## config.mk

```make
export PLATFORM = sky130hd
export DESIGN_NAME = and_n
export DESIGN_NICKNAME = d
export VERILOG_FILES = /design/src/rtl/and_n_pkg.sv /design/src/rtl/and_n_node.sv /design/src/rtl/and_n.sv
export SDC_FILE = /design/constraint.sdc
export NUM_CORES = 1
export LEC_CHECK = 0
export ABC_AREA = 1
export CAP_MARGIN = 40
export CORE_ASPECT_RATIO = 1.5
export CORE_MARGIN = 2
export CORE_UTILIZATION = 29
export DETAILED_ROUTE_END_ITERATION = 8
export HOLD_SLACK_MARGIN = 0.08
export SLEW_MARGIN = 20
export SYNTH_ARGS = -nofsm -noshare
export SYNTH_HDL_FRONTEND = slang
export SYNTH_HIERARCHICAL = 1
export SYNTH_SLANG_ARGS = --single-unit
export TNS_END_PERCENT = 5
```

## constraint.sdc

```tcl
create_clock -name clk -period 1.57 [get_ports clk]
set_clock_uncertainty 0.15 [all_clocks]
set_input_delay 0.157 -clock clk [delete_from_list [all_inputs] [get_ports clk]]
set_output_delay 0.157 -clock clk [all_outputs]
set_load 0.03 [all_outputs]
```

## src/rtl/and_n_pkg.sv

```systemverilog
// Shared types and elaboration-time helpers for the pipelined AND-reduction tree.
package and_n_pkg;

    // Index width large enough for the widest legal operand (1024 bits).
    localparam int IDX_W = 10;

    // Result of one tree node: AND of its span, and the absolute bit index
    // of the lowest 0 inside that span (0 when the span is all ones).
    typedef struct packed {
        logic              and_bit;
        logic [IDX_W-1:0]  zero_index;
    } node_res_t;

    // Integer ceil(log_fanin(width)), never less than one level.
    function automatic int calc_levels(input int width, input int fanin);
        int lv;
        int span;
        lv   = 0;
        span = 1;
        while (span < width) begin
            span = span * fanin;
            lv++;
        end
        return (lv < 1) ? 1 : lv;
    endfunction

    function automatic int div_ceil(input int n, input int d);
        return (n + d - 1) / d;
    endfunction

    function automatic int pow_int(input int b, input int e);
        int r;
        r = 1;
        for (int i = 0; i < e; i++) r = r * b;
        return r;
    endfunction

endpackage

```

## src/rtl/and_n_node.sv

```systemverilog
// One FANIN-input tree node: AND of the children plus the zero index of the
// lowest-numbered child that contains a 0. Purely combinational.
module and_n_node
    import and_n_pkg::*;
#(
    parameter int FANIN = 4
) (
    input  node_res_t [FANIN-1:0] kids,
    output node_res_t             res
);

    // Scan from the top child down so the lowest zero child wins last.
    always_comb begin
        res.and_bit    = 1'b1;
        res.zero_index = '0;
        for (int i = FANIN - 1; i >= 0; i--) begin
            if (!kids[i].and_bit) begin
                res.and_bit    = 1'b0;
                res.zero_index = kids[i].zero_index;
            end
        end
    end

endmodule

```

## src/rtl/and_n.sv

```systemverilog
// Pipelined AND reduction with lowest-zero index. One register stage per tree
// level, one operand accepted per cycle, outputs hold between valid results.
module and_n
    import and_n_pkg::*;
#(
    parameter int WIDTH = 8,
    parameter int FANIN = 4,
    parameter int ZW    = (WIDTH > 1) ? $clog2(WIDTH) : 1
) (
    input  logic             clk,
    input  logic             reset,
    input  logic             in_valid,
    input  logic [WIDTH-1:0] a,
    output logic             out_valid,
    output logic             y,
    output logic [ZW-1:0]    zidx
);

    localparam int LEVELS = calc_levels(WIDTH, FANIN);

    for (genvar l = 0; l < LEVELS; l++) begin : lvl
        // Inputs feeding this level and nodes it contains.
        localparam int NIN  = div_ceil(WIDTH, pow_int(FANIN, l));
        localparam int NOUT = div_ceil(NIN, FANIN);

        node_res_t [NOUT*FANIN-1:0] kids;
        node_res_t [NOUT-1:0]       res;
        node_res_t [NOUT-1:0]       st_q;
        logic                       vld_in;
        logic                       vld_q;

        // Leaves carry their own bit position; slots past the operand are
        // padded with ones so they never win the zero select.
        for (genvar k = 0; k < NOUT*FANIN; k++) begin : slot
            if (k >= NIN) begin : g_pad
                assign kids[k] = '{and_bit: 1'b1, zero_index: '0};
            end else if (l == 0) begin : g_bit
                assign kids[k] = '{and_bit: a[k], zero_index: IDX_W'(k)};
            end else begin : g_prev
                assign kids[k] = lvl[l-1].st_q[k];
            end
        end

        if (l == 0) begin : g_v0
            assign vld_in = in_valid;
        end else begin : g_vn
            assign vld_in = lvl[l-1].vld_q;
        end

        for (genvar n = 0; n < NOUT; n++) begin : node
            and_n_node #(.FANIN(FANIN)) u_node (
                .kids (kids[n*FANIN +: FANIN]),
                .res  (res[n])
            );
        end

        // Stage register: data loads only with a valid operand, else holds.
        always_ff @(posedge clk) begin
            if (reset) begin
                vld_q <= 1'b0;
                st_q  <= '0;
            end else begin
                vld_q <= vld_in;
                if (vld_in) st_q <= res;
            end
        end
    end

    node_res_t last;
    assign last      = lvl[LEVELS-1].st_q[0];
    assign out_valid = lvl[LEVELS-1].vld_q;
    assign y         = last.and_bit;
    assign zidx      = last.zero_index[ZW-1:0];

endmodule

```

==> results of run 1 <==
==> routing by layer <==
| layer | vias up | routed length, um | global-route usage, % | share of wire (%) |
|---|---|---|---|---|
| li1 | 571 | - | - | - |
| met1 | 377 | 705 | 10.0 | 43 |
| met2 | 13 | 872 | 17.9 | 53 |
| met3 | 2 | 56 | 1.14 | 3.4 |
| met4 | 0 | 19 | 5.38 | 1.1 |
| met5 | - | 0 | 0 | 0 |
==> cell usage in the layout (no fill, tap or decap), drive strengths merged <==
| cell type | instances |
|---|---|
| conb | 34 |
| nand2 | 60 |
| buf | 1 |
| inv | 24 |
| nand3 | 21 |
| nor2 | 47 |
| dlymetal6s2s | 3 |
| clkbuf | 3 |
| clkdlybuf4s50 | 12 |
| dfxtp | 14 |
==> worst paths after layout <==
| path | to | cells after the start |
|---|---|---|
| worst max-delay path | y | 1 |
| worst max register to register | zidx[0] | 8 |
| worst min-delay path | zidx[1] | 2 |
| worst min register to register | zidx[1] | 2 |
==> where the power goes <==
| part | leakage [nW] | internal [mW] | switching (mW) |
|---|---|---|---|
| combinational | 0.583 | 0.0869 | 0.117 |
| clock | 0.0216 | 0.169 | 0.112 |
| sequential | 0.116 | 0.379 | 0.0148 |
==> sequential cells by signal, indices dropped and copies added (netlist names) <==
register / flops
lvl.st_q: 8
zidx: 3
lvl.vld_q: 1
out_valid: 1
y: 1
==> layout make-up <==
cell class              instances  area, sq um  share of cell area, %
multi-input cells             162          639                   50.3
flip-flops and latches         14          280                   22.1
repair buffers                 16          165                   13.0
inverters                      24         90.1                   7.09
well taps                      43         53.8                   4.24
clock buffers                   3         41.3                   3.25
==> impl_results.md, run 1 <==
* Share of layout cells above drive strength 1 at 5.94%
* Fillcell total at 421
* Die area at 4210 sq um
* CTS Sinks at 14
* Dpl ws at 0.0946 ns
* Post-CTS setup buffers at 0
* Syn Area/Cell at 5.61 sq um
* Worst-skew pair later-pin latency at 0.24 ns
* Final Net Count at 232
* ANT cells at 0
* Critical-path top delay cell: clkdlybuf4s50_1
* Top cell family by delay on the critical path: buffers and inverters
* PortBufs at 15
* Drt first pass iters at 4
* Crit path launch type: flop
* Initial antenna violation count at 0
* Final Cell Area at 1270 sq um
* Clock Tree Root: clkbuf_8
* Status: completed
* Post-Place Cell Area at 1220 sq um
* Total congestion overflow at 0
* Starting Density at 29.6%
* Power Density at 692 nW/um^2
* Final HPWL DP at 1310 um
* DRC errors left at 0
* CTS H-tree depth at 1
* Largest stage delay, worst path at 0.66 ns
* Unrepaired setup endpoints after global routing: no
* CP required at 1.26 ns
* Pwr Total at 0.879 mW
* Top-Level Pins at 16
* Final hold vios at 0
* Hold-fix buffers at CTS at 0
* CTS tree: done
* Max-cap violations at 0
* CP endpoint kind: output port
* Post-Synthesis Cells at 191
* Post_cts resized at 0
* Via count at 963
* Non-Filler Instances at 262
* Total GRT Usage at 9.74%
* Finished Core Util at 35.1%
* Die Y at 78.4 um
* Endpoints failing setup at 0
* Worst path arrival time at 1.22 ns
* DRT iter0 DRCs at 5
* Maximum clock insertion buffer count at 2
* Static Leak at 0.720 nW
* Vias in the first global route at 836
* Hold Slack at 0.317 ns
* Synth-to-layout area growth at 18.6%
* Die W at 53.6 um
* Min cycle time layout at 1.53 ns
* Worst R2R Setup Slack at 0.40 ns
* WP buf/inv at 1
* Num CTS Buffers at 3
* ANT nets after route at 0
* Crit Path Max Fanout at 2
* Placed insts at 259
* Critical Path Source: y
* Core ar. at 3610 sq um
* Pin count of the biggest net entering global routing at 18
* Routability cong. at 0.735
* Max Clk Rate at 655 MHz
* Origin of the critical flop-to-flop path: lvl[0].st_q[21]
* Hold Startpoint: zidx[1]
* Vias per cell at 3.68
* Final WS setup at 0.0439 ns
* Clock-pin slew on the worst setup and hold paths at 0.05 ns
* Critical-path cell list: clkdlybuf4s50_1
* Hold crit path type: flop to flop
* Setup tns final at 0 ns
* Fin. max-slew vios at 0
* Worst IR Drop VDD at 0.000349 V
* Yosys warnings at 6
* CP Class: flop to output port
* Cell Area, Synth at 1070 sq um
* Routed WL per cell at 6.31 um
* Placement Rows at 27
* WL final at 1650 um
* First-pass GRT wire length at 3150 um
* Period utilization at 97.2%
(Power assumes the default switching activity.)
==> run 2, diff against run 1 <==
CORE_UTILIZATION = 60   (was 29)
GPL_ROUTABILITY_DRIVEN = 0   (was default)
PLACE_DENSITY = 0.81   (was default)
SLEW_MARGIN = default   (was 20)
==> impl_results.md, run 2 (synthesized netlist as in run 1, its figures left out) <==
* Placement Rows at 18 (-33%)
* Worst-skew pair later-pin latency at 0.27 ns (+0.03 ns)
* Share of layout cells above drive strength 1 at 6.79% (+0.85 points)
* Core ar. at 1670 sq um (-54%)
* Commonest non-fill, non-tap cells in the layout: nand2_1, nor2_1, conb_1
* RR Endpoint: zidx[0]
* Clock Tree Root: clkbuf_4
* Dpl ws at 0.0936 ns (-0.000996 ns)
* Critical-path cell list: dlygate4sd2_1
* ANT cells at 0 (unchanged)
* CP required at 1.26 ns (about the same)
* Static Leak at 0.708 nW (-1.6%)
* Non-Filler Instances at 241 (-8.0%)
* Vias in the first global route at 915 (+9.4%)
* Total GRT Usage at 19.9% (+10 points)
* Routed WL per cell at 7.15 um (+13%)
* Worst IR Drop VDD at 0.000336 V (-3.8%)
* Critical-path top delay cell: dlygate4sd2_1
* Die area at 2150 sq um (-49%)
* Fin. max-slew vios at 0 (unchanged)
* Final hold vios at 0 (unchanged)
* Placed insts at 237 (-8.5%)
* Power Density at 687 nW/um^2 (-0.80%)
* FF-to-FF path depth at 8 (unchanged)
* Hold EP: lvl[0].st_q[10]
* Crit Path Max Fanout at 2 (unchanged)
* Maximum clock insertion buffer count at 2 (unchanged)
* Setup tns final at 0 ns (unchanged)
* Initial antenna violation count at 0 (unchanged)
* CTS tree: done
* Final Net Count at 233 (+0.43%)
* Total congestion overflow at 0 (unchanged)
* Register with the most flip-flops: lvl.st_q
* Vias per cell at 4.20 (+14%)
* Clock-pin slew on the worst setup and hold paths at 0.08 ns (+0.03 ns)
* Pin count of the biggest net entering global routing at 13 (-5)
* Min cycle time layout at 1.30 ns (-0.223 ns)
* Drt first pass iters at 4 (unchanged)
* Die W at 38.5 um (-28%)
* Final WS setup at 0.267 ns (+0.223 ns)
* Most common cell after layout, fill and taps aside: nand2_1
* DRT iter0 DRCs at 17 (+12)
* Largest stage delay, worst path at 0.40 ns (-0.26 ns)
* Pwr Total at 0.847 mW (-3.6%)
* Fillcell total at 167 (-60%)
* Worst R2R Setup Slack at 0.39 ns (about the same)
* Hold Startpoint: lvl[0].st_q[10]
* Status: completed
* PortBufs at 15 (unchanged)
* Die Y at 55.7 um (-29%)
* Worst path arrival time at 1.00 ns (-0.22 ns)
* Max Clk Rate at 767 MHz (+17%)
* Worst Hold Depth at 2 (unchanged)
* WP buf/inv at 1 (unchanged)
* Synth-to-layout area growth at 15.2%
* CTS Sinks at 14 (unchanged)
* Final HPWL DP at 1440 um (+9.8%)
* Starting Density at 64.3% (+35 points)
* Top cell family by delay on the critical path: buffers and inverters
* Endpoints failing setup at 0 (unchanged)
* Finished Core Util at 74.0% (+39 points)
* CTS H-tree depth at 1 (unchanged)
* CP endpoint kind: output port
* Max-cap violations at 0 (unchanged)
* Top-Level Pins at 16 (unchanged)
* Crit path launch type: flop
* DRC errors left at 0 (unchanged)
* Period utilization at 83.0% (-14 points)
* Post-CTS setup buffers at 0 (unchanged)
* Num CTS Buffers at 3 (unchanged)
* WL final at 1720 um (+4.3%)
* CP Class: flop to output port
* Hold crit path type: flop to flop
* Via count at 1,013 (+5.2%)
* First-pass GRT wire length at 3220 um (+2.4%)
* Origin of the critical flop-to-flop path: lvl[0].st_q[21]
* ANT nets after route at 0 (unchanged)
* Unrepaired setup endpoints after global routing: no
* Largest register FFs at 8 (unchanged)
[run 2: through the flow]
| stage | instance area [sq um] | hold slack, ns |
|---|---|---|
| final | 1230 | 0.321 |
| after global routing | 1230 | 0.338 |
| after CTS | 1230 | 0.322 |
| after detailed placement | 1200 | 0.313 |
| after global placement | 1200 | 0.307 |
| after floorplan | 1190 | 0.0782 |
[run 2: final cells by class]
type                       count  area, sq um  share of cell area [%]
clock buffer                   4         36.3                    2.94
inverter                      24         90.1                    7.30
multi-input combinational    162          639                    51.8
sequential                    14          280                    22.7
tap                           20         25.0                    2.03
timing repair buffer          17          163                    13.2
[run 2: per-layer routing]
metal	vias up	share of wire, %	GRT usage, %
li1	573	-	-
met1	421	39	18.5
met2	17	58	38.6
met3	2	2.1	2.40
met4	0	1.2	8.87
met5	-	0	0
[run 2: worst register-to-register path, stage by stage (launching register included)]
cell and delay [ns]:
dfxtp_1 0.47, nor2_1 0.08, nor2_1 0.09, nand2_1 0.06
nand2_1 0.07, inv_1 0.04, nand2_1 0.05, nand2_1 0.05
nor2_1 0.07
[run 2: where the power goes]
part           internal (mW)  total, mW  switching [mW]
Combinational         0.0846      0.204           0.120
Clock                  0.141      0.249           0.108
Sequential             0.378      0.394          0.0159
[run 2: what timing repair did]
action / 4_1_cts / 5_1_grt
setup endpoints to repair: 4 / 1
hold endpoints to repair: 0 / 0
hold buffers: 0 / 0
resized for setup: 4 / 1
[run 2: worst max path at each step]
| stage | slack [ns] | to | startpoint | cells past startpoint |
|---|---|---|---|---|
| after floorplan | 0.52 | zidx[0] | lvl[0].st_q[21] | 9 |
| after global placement | 0.14 | lvl[0].st_q[13] | a[6] | 10 |
| after detailed placement | 0.09 | lvl[0].st_q[13] | a[6] | 10 |
| after CTS | 0.005 | out_valid | out_valid | 1 |
| after global routing | 0.21 | zidx[2] | zidx[2] | 1 |
| final | 0.27 | y | y | 1 |
